--- src/rtl/code_sequencer.sv ---
// Debounced push-button up/down sequencer driving a 5-bit code (c1 = MSB .. c5 = LSB).
// Define CODE_SEQUENCER_AUTO_STEP_EN to add a prescaler that also steps the code every AUTO_DIV cycles.
module code_sequencer #(
   parameter int DEBOUNCE_CYCLES = 16,
   parameter int AUTO_DIV        = 1000000
) (
   input  logic clk,
   input  logic rst_n,
   input  logic btn_step,
   input  logic up_down,
   input  logic clear,
   input  logic hold,
   output logic c1,
   output logic c2,
   output logic c3,
   output logic c4,
   output logic c5,
   output logic changed
);

   // state        | meaning
   // IDLE         | button released and accepted as released
   // PRESS_WAIT   | button seen high, counting consecutive high samples
   // PRESSED      | press accepted, one step request issued on entry
   // RELEASE_WAIT | button seen low, counting consecutive low samples
   typedef enum logic [1:0] {IDLE, PRESS_WAIT, PRESSED, RELEASE_WAIT} state_t;

   localparam int CW = $clog2(DEBOUNCE_CYCLES + 1);
   localparam logic [CW-1:0] DB_TC = CW'(DEBOUNCE_CYCLES - 1);

   if (DEBOUNCE_CYCLES < 1 || AUTO_DIV < 1) begin : g_param_check
      $error("code_sequencer: DEBOUNCE_CYCLES and AUTO_DIV must be at least 1");
   end

   logic [1:0]    rst_sync_q;
   logic          run;
   logic [1:0]    btn_sync_q;
   logic          btn_s;
   state_t        state_q;
   logic [CW-1:0] cnt_q;
   logic          step_q;
   logic          step_req;
   logic [4:0]    code_q;
   logic [4:0]    code_d;
   logic          changed_q;

   // Reset asserts immediately but is released only after two clk edges;
   // every other register is held until run goes high.
   always_ff @(posedge clk or negedge rst_n) begin
      if (!rst_n) rst_sync_q <= 2'b00;
      else        rst_sync_q <= {rst_sync_q[0], 1'b1};
   end

   assign run = rst_sync_q[1];

   always_ff @(posedge clk or negedge rst_n) begin
      if (!rst_n)   btn_sync_q <= 2'b00;
      else if (run) btn_sync_q <= {btn_sync_q[0], btn_step};
   end

   assign btn_s = btn_sync_q[1];

   always_ff @(posedge clk or negedge rst_n) begin
      if (!rst_n) begin
         state_q <= IDLE;
         cnt_q   <= '0;
         step_q  <= 1'b0;
      end else if (run) begin
         step_q <= 1'b0;
         case (state_q)
            IDLE: begin
               if (btn_s) begin
                  state_q <= PRESS_WAIT;
                  cnt_q   <= '0;
               end
            end
            PRESS_WAIT: begin
               if (!btn_s) begin
                  state_q <= IDLE;
               end else if (cnt_q == DB_TC) begin
                  state_q <= PRESSED;
                  step_q  <= 1'b1;
               end else begin
                  cnt_q <= cnt_q + 1'b1;
               end
            end
            PRESSED: begin
               if (!btn_s) begin
                  state_q <= RELEASE_WAIT;
                  cnt_q   <= '0;
               end
            end
            RELEASE_WAIT: begin
               if (btn_s) begin
                  state_q <= PRESSED;
               end else if (cnt_q == DB_TC) begin
                  state_q <= IDLE;
               end else begin
                  cnt_q <= cnt_q + 1'b1;
               end
            end
            default: state_q <= IDLE;
         endcase
      end
   end

`ifdef CODE_SEQUENCER_AUTO_STEP_EN
   localparam int PRE_W = (AUTO_DIV > 1) ? $clog2(AUTO_DIV) : 1;
   localparam logic [PRE_W-1:0] PRE_TC = PRE_W'(AUTO_DIV - 1);

   logic [PRE_W-1:0] pre_q;
   logic             auto_tick;

   assign auto_tick = (pre_q == PRE_TC) && !hold;

   always_ff @(posedge clk or negedge rst_n) begin
      if (!rst_n) begin
         pre_q <= '0;
      end else if (run) begin
         if (clear)          pre_q <= '0;
         else if (auto_tick) pre_q <= '0;
         else if (!hold)     pre_q <= pre_q + 1'b1;
      end
   end

   // A coincident button and auto step collapse into a single step.
   assign step_req = step_q | auto_tick;
`else
   assign step_req = step_q;
`endif

   always_comb begin
      code_d = code_q;
      if (clear)                  code_d = 5'd0;
      else if (!hold && step_req) code_d = up_down ? code_q + 5'd1 : code_q - 5'd1;
   end

   always_ff @(posedge clk or negedge rst_n) begin
      if (!rst_n) begin
         code_q    <= 5'd0;
         changed_q <= 1'b0;
      end else if (run) begin
         code_q    <= code_d;
         changed_q <= (code_d != code_q);
      end
   end

   assign {c1, c2, c3, c4, c5} = code_q;
   assign changed              = changed_q;

endmodule

--- config.mk ---
export PLATFORM = sky130hd
export DESIGN_NAME = code_sequencer
export DESIGN_NICKNAME = d
export VERILOG_FILES = /design/src/rtl/code_sequencer.sv
export SDC_FILE = /design/constraint.sdc
export NUM_CORES = 1
export LEC_CHECK = 0
export CAP_MARGIN = 15
export CORE_MARGIN = 2
export CORE_UTILIZATION = 38
export CTS_CLUSTER_SIZE = 10
export DETAILED_ROUTE_END_ITERATION = 8
export HOLD_SLACK_MARGIN = 0.02
export PLACE_DENSITY_LB_ADDON = 0.25
export SYNTH_ARGS = -nofsm -noshare
export SYNTH_HDL_FRONTEND = slang
export SYNTH_SLANG_ARGS = --single-unit
--- constraint.sdc ---
create_clock -name clk -period 2.1 [get_ports clk]
set_input_delay 0.21 -clock clk [delete_from_list [all_inputs] [get_ports clk]]
set_output_delay 0.21 -clock clk [all_outputs]
set_load 0.1 [all_outputs]
# Word level (Yosys, flattened, before mapping)
# Index checks and enable logic that the tools add are counted.
[classes] magnitude_cmp=0 div_mod_pow=0 n_eq_ne=11 reduce_logical=5 add_sub_neg=3 shift=0 n_mux=19 multipliers=0 bitwise=0
[ops] op="5-bit two-way mux" n=8
[ops] op="5-bit one-hot mux with 4 select lines" n=1
[ops] op="2-bit two-way mux" n=6
[ops] op="5-bit by 1-bit adder with 5-bit output (second input constant)" n=2
[ops] op="5-bit AND reduction" n=2
[ops] op="2-bit != test (second input constant)" n=4
[ops] op="2-bit one-hot mux with 4 select lines" n=1
[ops] op="3-bit != test (second input constant)" n=2
[ops] op="5-bit by 4-bit equality test with 1-bit output (second input constant)" n=1
[ops] op="5-bit != test" n=1
[ops] op="5-bit by 1-bit subtractor with 5-bit output (second input constant)" n=1
[ops] op="2-bit equality test (second input constant)" n=2
[ops] op="1-bit two-way mux" n=3
[ops] op="2-bit by 1-bit equality test with 1-bit output (second input constant)" n=1
[ops] op="2-bit zero test" n=1
[ops] op="1-bit logical AND" n=1
[ops] op="1-bit zero test" n=1
[totals] ramBits=0 n_memories=0 rom_bits=0 regBits=18 latchBits=0 elab_cells=45

# Logic depth before layout (Yosys ltp)
[logic_depth] depth_word=5 ltp_mapped=7

# Worst setup path before layout
# Ideal clock, no wire load.
[synth_path] path_kind="reg2reg" from="reg code_q[1]" to="reg code_q[4]" t_arrival_ns=2.260 n_path_buf=0 setup_ns=0.081 stages_incl_launch_ff=8 slack_ns=-0.241 synth_period_minus_slack_ns=2.341 path_cell_list="dfrtp_1 -> inv_1 -> fa_1 -> nand2b_1 -> a21oi_2 -> xnor2_1 -> a211o_1 -> o211ai_2"
[synth_between] elab_chain_cells=4
[synth_lines] element="start, declared" line="43" text="logic [4:0] code_q;"
[synth_lines] element="start signal, assigned" line="143" text="code_q <= code_d;"
[synth_lines] element="5-bit by 1-bit subtractor with 5-bit output / 5-bit by 1-bit adder with 5-bit output (equally long branches)" line="135" text="else if (!hold && step_req) code_d = up_down ? code_q + 5'd1 : code_q - 5'd1;"
[synth_lines] element="5-bit two-way mux (*) (2 in a row)" line="135"
[synth_lines] element="5-bit two-way mux (*)" line="134" text="if (clear) code_d = 5'd0;"
# Mark *: on every way between the ends. The rest lies on a longest branch, timed or not.
# A chain may end at the register's enable or synchronous reset.

# Worst setup path in the final report
# Same ends and word-level chain as after synthesis.

==> results.py <==
metrics = {
    "clock_tree": {
        "holdBufCountCts": 0,
        "clkTransAtPathRegs_ns": 0.10,
        "cts_setup_buffers": 0,
        "htree_levels": 1,
        "clkLatencyLatePin_ns": 0.28,
        "cts_buffer_depth": 2,
        "cts_made_buffers": 3,
        "clock-root-buffer": "clkbuf_4",
        "cts.sink_count": 18,
        "cts_resized": 0,
        "cts_tree": "built",
    },
    "worst_setup_path": {
        "crit_path_end_kind": "flip-flop",
        "critPathKind": "flip-flop to flip-flop",
        "critPathRequiredTime_ns": 2.31,
        "worst-path-buf-inv": 1,
        "crit_chain": "inv_1, fa_1, nand2b_1, a21oi_2, xnor2_1, a211o_1, o211ai_2",
        "critical_path.top_delay_family": "compound AO/OA/AOI/OAI gates",
        "startpoint_type": "flip-flop",
        "cp_max_fo": 5,
        "crit_path_top_delay_cell": "dfrtp_2",
        "arrival_ns": 1.96,
        "crit_path_max_incr_delay_ns": 0.41,
    },
    "layout": {
        "nFillCells": 209,
        "seqCellArea_um2": 453,
        "postLayoutCellArea_um2": 1090,
        "layout-drive-gt1-share": 0.167,
        "layout_commonest_cell": "dfrtp_1",
        "nNetsFinal": 121,
        "diodes": 0,
        "syn_to_final_growth_pct": 17.3,
        "postLayoutCoreUtil": 0.480,
        "multi_input_area_um2": 443,
        "layout_common_cells": "dfrtp_1, o21ai_0, inv_1, nand2_1, buf_4",
    },
    "detailed_routing": {
        "drc": 0,
        "antenna_left": 0,
        "via_per_inst": 5.15,
        "vias": 701,
        "drt_iter0_markers": 16,
        "wl_per_cell_um": 11.4,
        "routed_wl_um": 1550,
        "first_pass_iters": 4,
    },
    "place": {
        "dpl_cell_area_um2": 1070,
        "gp_congestion": 0.789,
        "dp_hpwl_um": 1150,
        "dp_slack_ns": 0.0783,
        "io_buffers": 11,
    },
    "floorplanning": {
        "dieArea_um2": 2860,
        "rows": 17,
        "initial_core_util": 0.410,
        "io_pins": 12,
        "dieWidth_um": 53.5,
        "die_h_um": 53.5,
        "core-area_um2": 2280,
    },
    "job": {
        "cap_violations": 0,
    },
    "logic_synthesis": {
        "synth_cells": 93,
        "ys_seq_area_frac": 0.483,
        "syn_avg_cell_area_um2": 10.0,
        "ys_types": 31,
        "ys_warn_count": 0,
        "synth_area_um2": 932,
        "ys_ff_latch": 18,
        "syn_nets": 105,
    },
    "power": {
        "ir_drop_mv": 0.410,
        "power_density_nw_per_um2": 745,
        "power.switching_mw": 0.279,
        "p_int_mw": 0.536,
        "p_clk_frac": 0.213,
        "switching_share": 0.343,
        "power_frac_comb": 0.258,
        "fin_total_pwr_mw": 0.815,
        "power.leakage_nw": 0.489,
        "pwr-share-seq": 0.529,
    },
    "global_route": {
        "grt_pass1_vias": 563,
        "grt_max_degree": 19,
        "overflow": 0,
        "grt_pass1_wl_um": 2440,
        "track_usage": 0.118,
        "antenna_found_initial": 0,
    },
    "timing": {
        "setup_tns_ns": 0,
        "hold_viol": 0,
        "skew_ns": 0.00156,
        "fmaxAchievable_mhz": 573,
        "setup_viol": 0,
        "slew_violations": 0,
        "rsz0062_at_grt": "false",
        "timing.final.ws_setup_ns": 0.356,
        "fin_crit_sh": 0.831,
        "fin_crit_ns": 1.74,
    },
    "outcome": {
        "status": "complete, no violations",
    },
    "worst_hold_path": {
        "hold_class": "primary input to async pin",
    },
}
flip-flops by register name, summed over array words and instances, names as in the netlist, named ones only:
signal,count
rst_sync_q,2
code_q,5
step_q,1
changed,1
btn_sync_q,2
state_q,1
cnt_q,5
power groups by stage:
stage / clock network, mW / registers [mW] / logic (mW)
6_report: 0.173 / 0.431 / 0.210
3_3_place_gp: 0 / 0.437 / 0.207
3_5_place_dp: 0 / 0.439 / 0.210
2_1_floorplan: 0 / 0.491 / 0.0975
5_1_grt: 0.194 / 0.439 / 0.232
4_1_cts: 0.185 / 0.431 / 0.211
layer usage:
layer  vias to the layer above  global-route usage  wire length, µm
met5                         -                   0                0
met4                         0              0.0513               10
met3                         2              0.0254               61
met2                        12               0.169              667
met1                       337               0.170              811
li1                        350                   -                -
logic make-up (layout without fill, tap and decap cells):
group                      after synthesis  after routing  synth area share
DFF                                     18             18             0.483
buffers and inverters                   10             25            0.0416
and+or+nand+nor                         29             29             0.162
adders and majority gates                6              6            0.0886
other                                    1              1           0.00402
xor gates and xnor gates                 3              3            0.0282
AOI/OAI and AO/OA                       23             23             0.156
muxes                                    3              3            0.0362
path summary, 6_finish.rpt:
check                           slack (ns)          start  cells after the start             to
max in group asynchronous             1.65          rst_n                      2      code_q[0]
worst min-delay path                  0.25          rst_n                      2      code_q[1]
worst max-delay path                  0.36      code_q[1]                      7      code_q[4]
min in group clk                      0.36  rst_sync_q[0]                      0  rst_sync_q[1]
worst min register to register        0.36  rst_sync_q[0]                      0  rst_sync_q[1]
worst max register to register        0.36      code_q[1]                      7      code_q[4]
synth_stat cells:
master | count | area share
inv_1 | 9 | 0.036
a21o_1 | 2 | 0.016
o211ai_2 | 1 | 0.013
nand4_1 | 1 | 0.0067
mux2_2 | 3 | 0.036
nand3b_1 | 1 | 0.0081
a211o_1 | 1 | 0.0094
and3_1 | 1 | 0.0067
o21ai_0 | 10 | 0.054
o22ai_1 | 2 | 0.013
nand2b_1 | 3 | 0.020
ha_1 | 5 | 0.067
nor2b_1 | 1 | 0.0067
a21oi_1 | 3 | 0.016
o21ai_2 | 1 | 0.0094
nand2_1 | 9 | 0.036
a31oi_1 | 1 | 0.0067
nand3_1 | 2 | 0.011
fa_1 | 1 | 0.021
a21oi_2 | 1 | 0.0094
o31ai_1 | 1 | 0.0081
and2b_1 | 1 | 0.0081
conb_1 | 1 | 0.0040
dfrtp_1 | 18 | 0.48
nor3b_1 | 1 | 0.0081
buf_2 | 1 | 0.0054
nand4b_1 | 2 | 0.019
xor2_1 | 1 | 0.0094
nor3_1 | 3 | 0.016
nor2_1 | 4 | 0.016
xnor2_1 | 2 | 0.019
layout make-up:
class                   count  share of cell area
clock buffers               4              0.0240
inverters                   9              0.0309
repair buffers             12              0.0938
well taps                  28              0.0320
multi-input cells          65               0.405
flip-flops and latches     18               0.414
per-stage QoR:
step                cells  hold WS, ns
global route          136        0.275
global placement      132        0.335
floorplan              93      -0.0856
CTS                   136        0.243
finish                136        0.246
detailed placement    132        0.337
(Power assumes the default switching activity.)
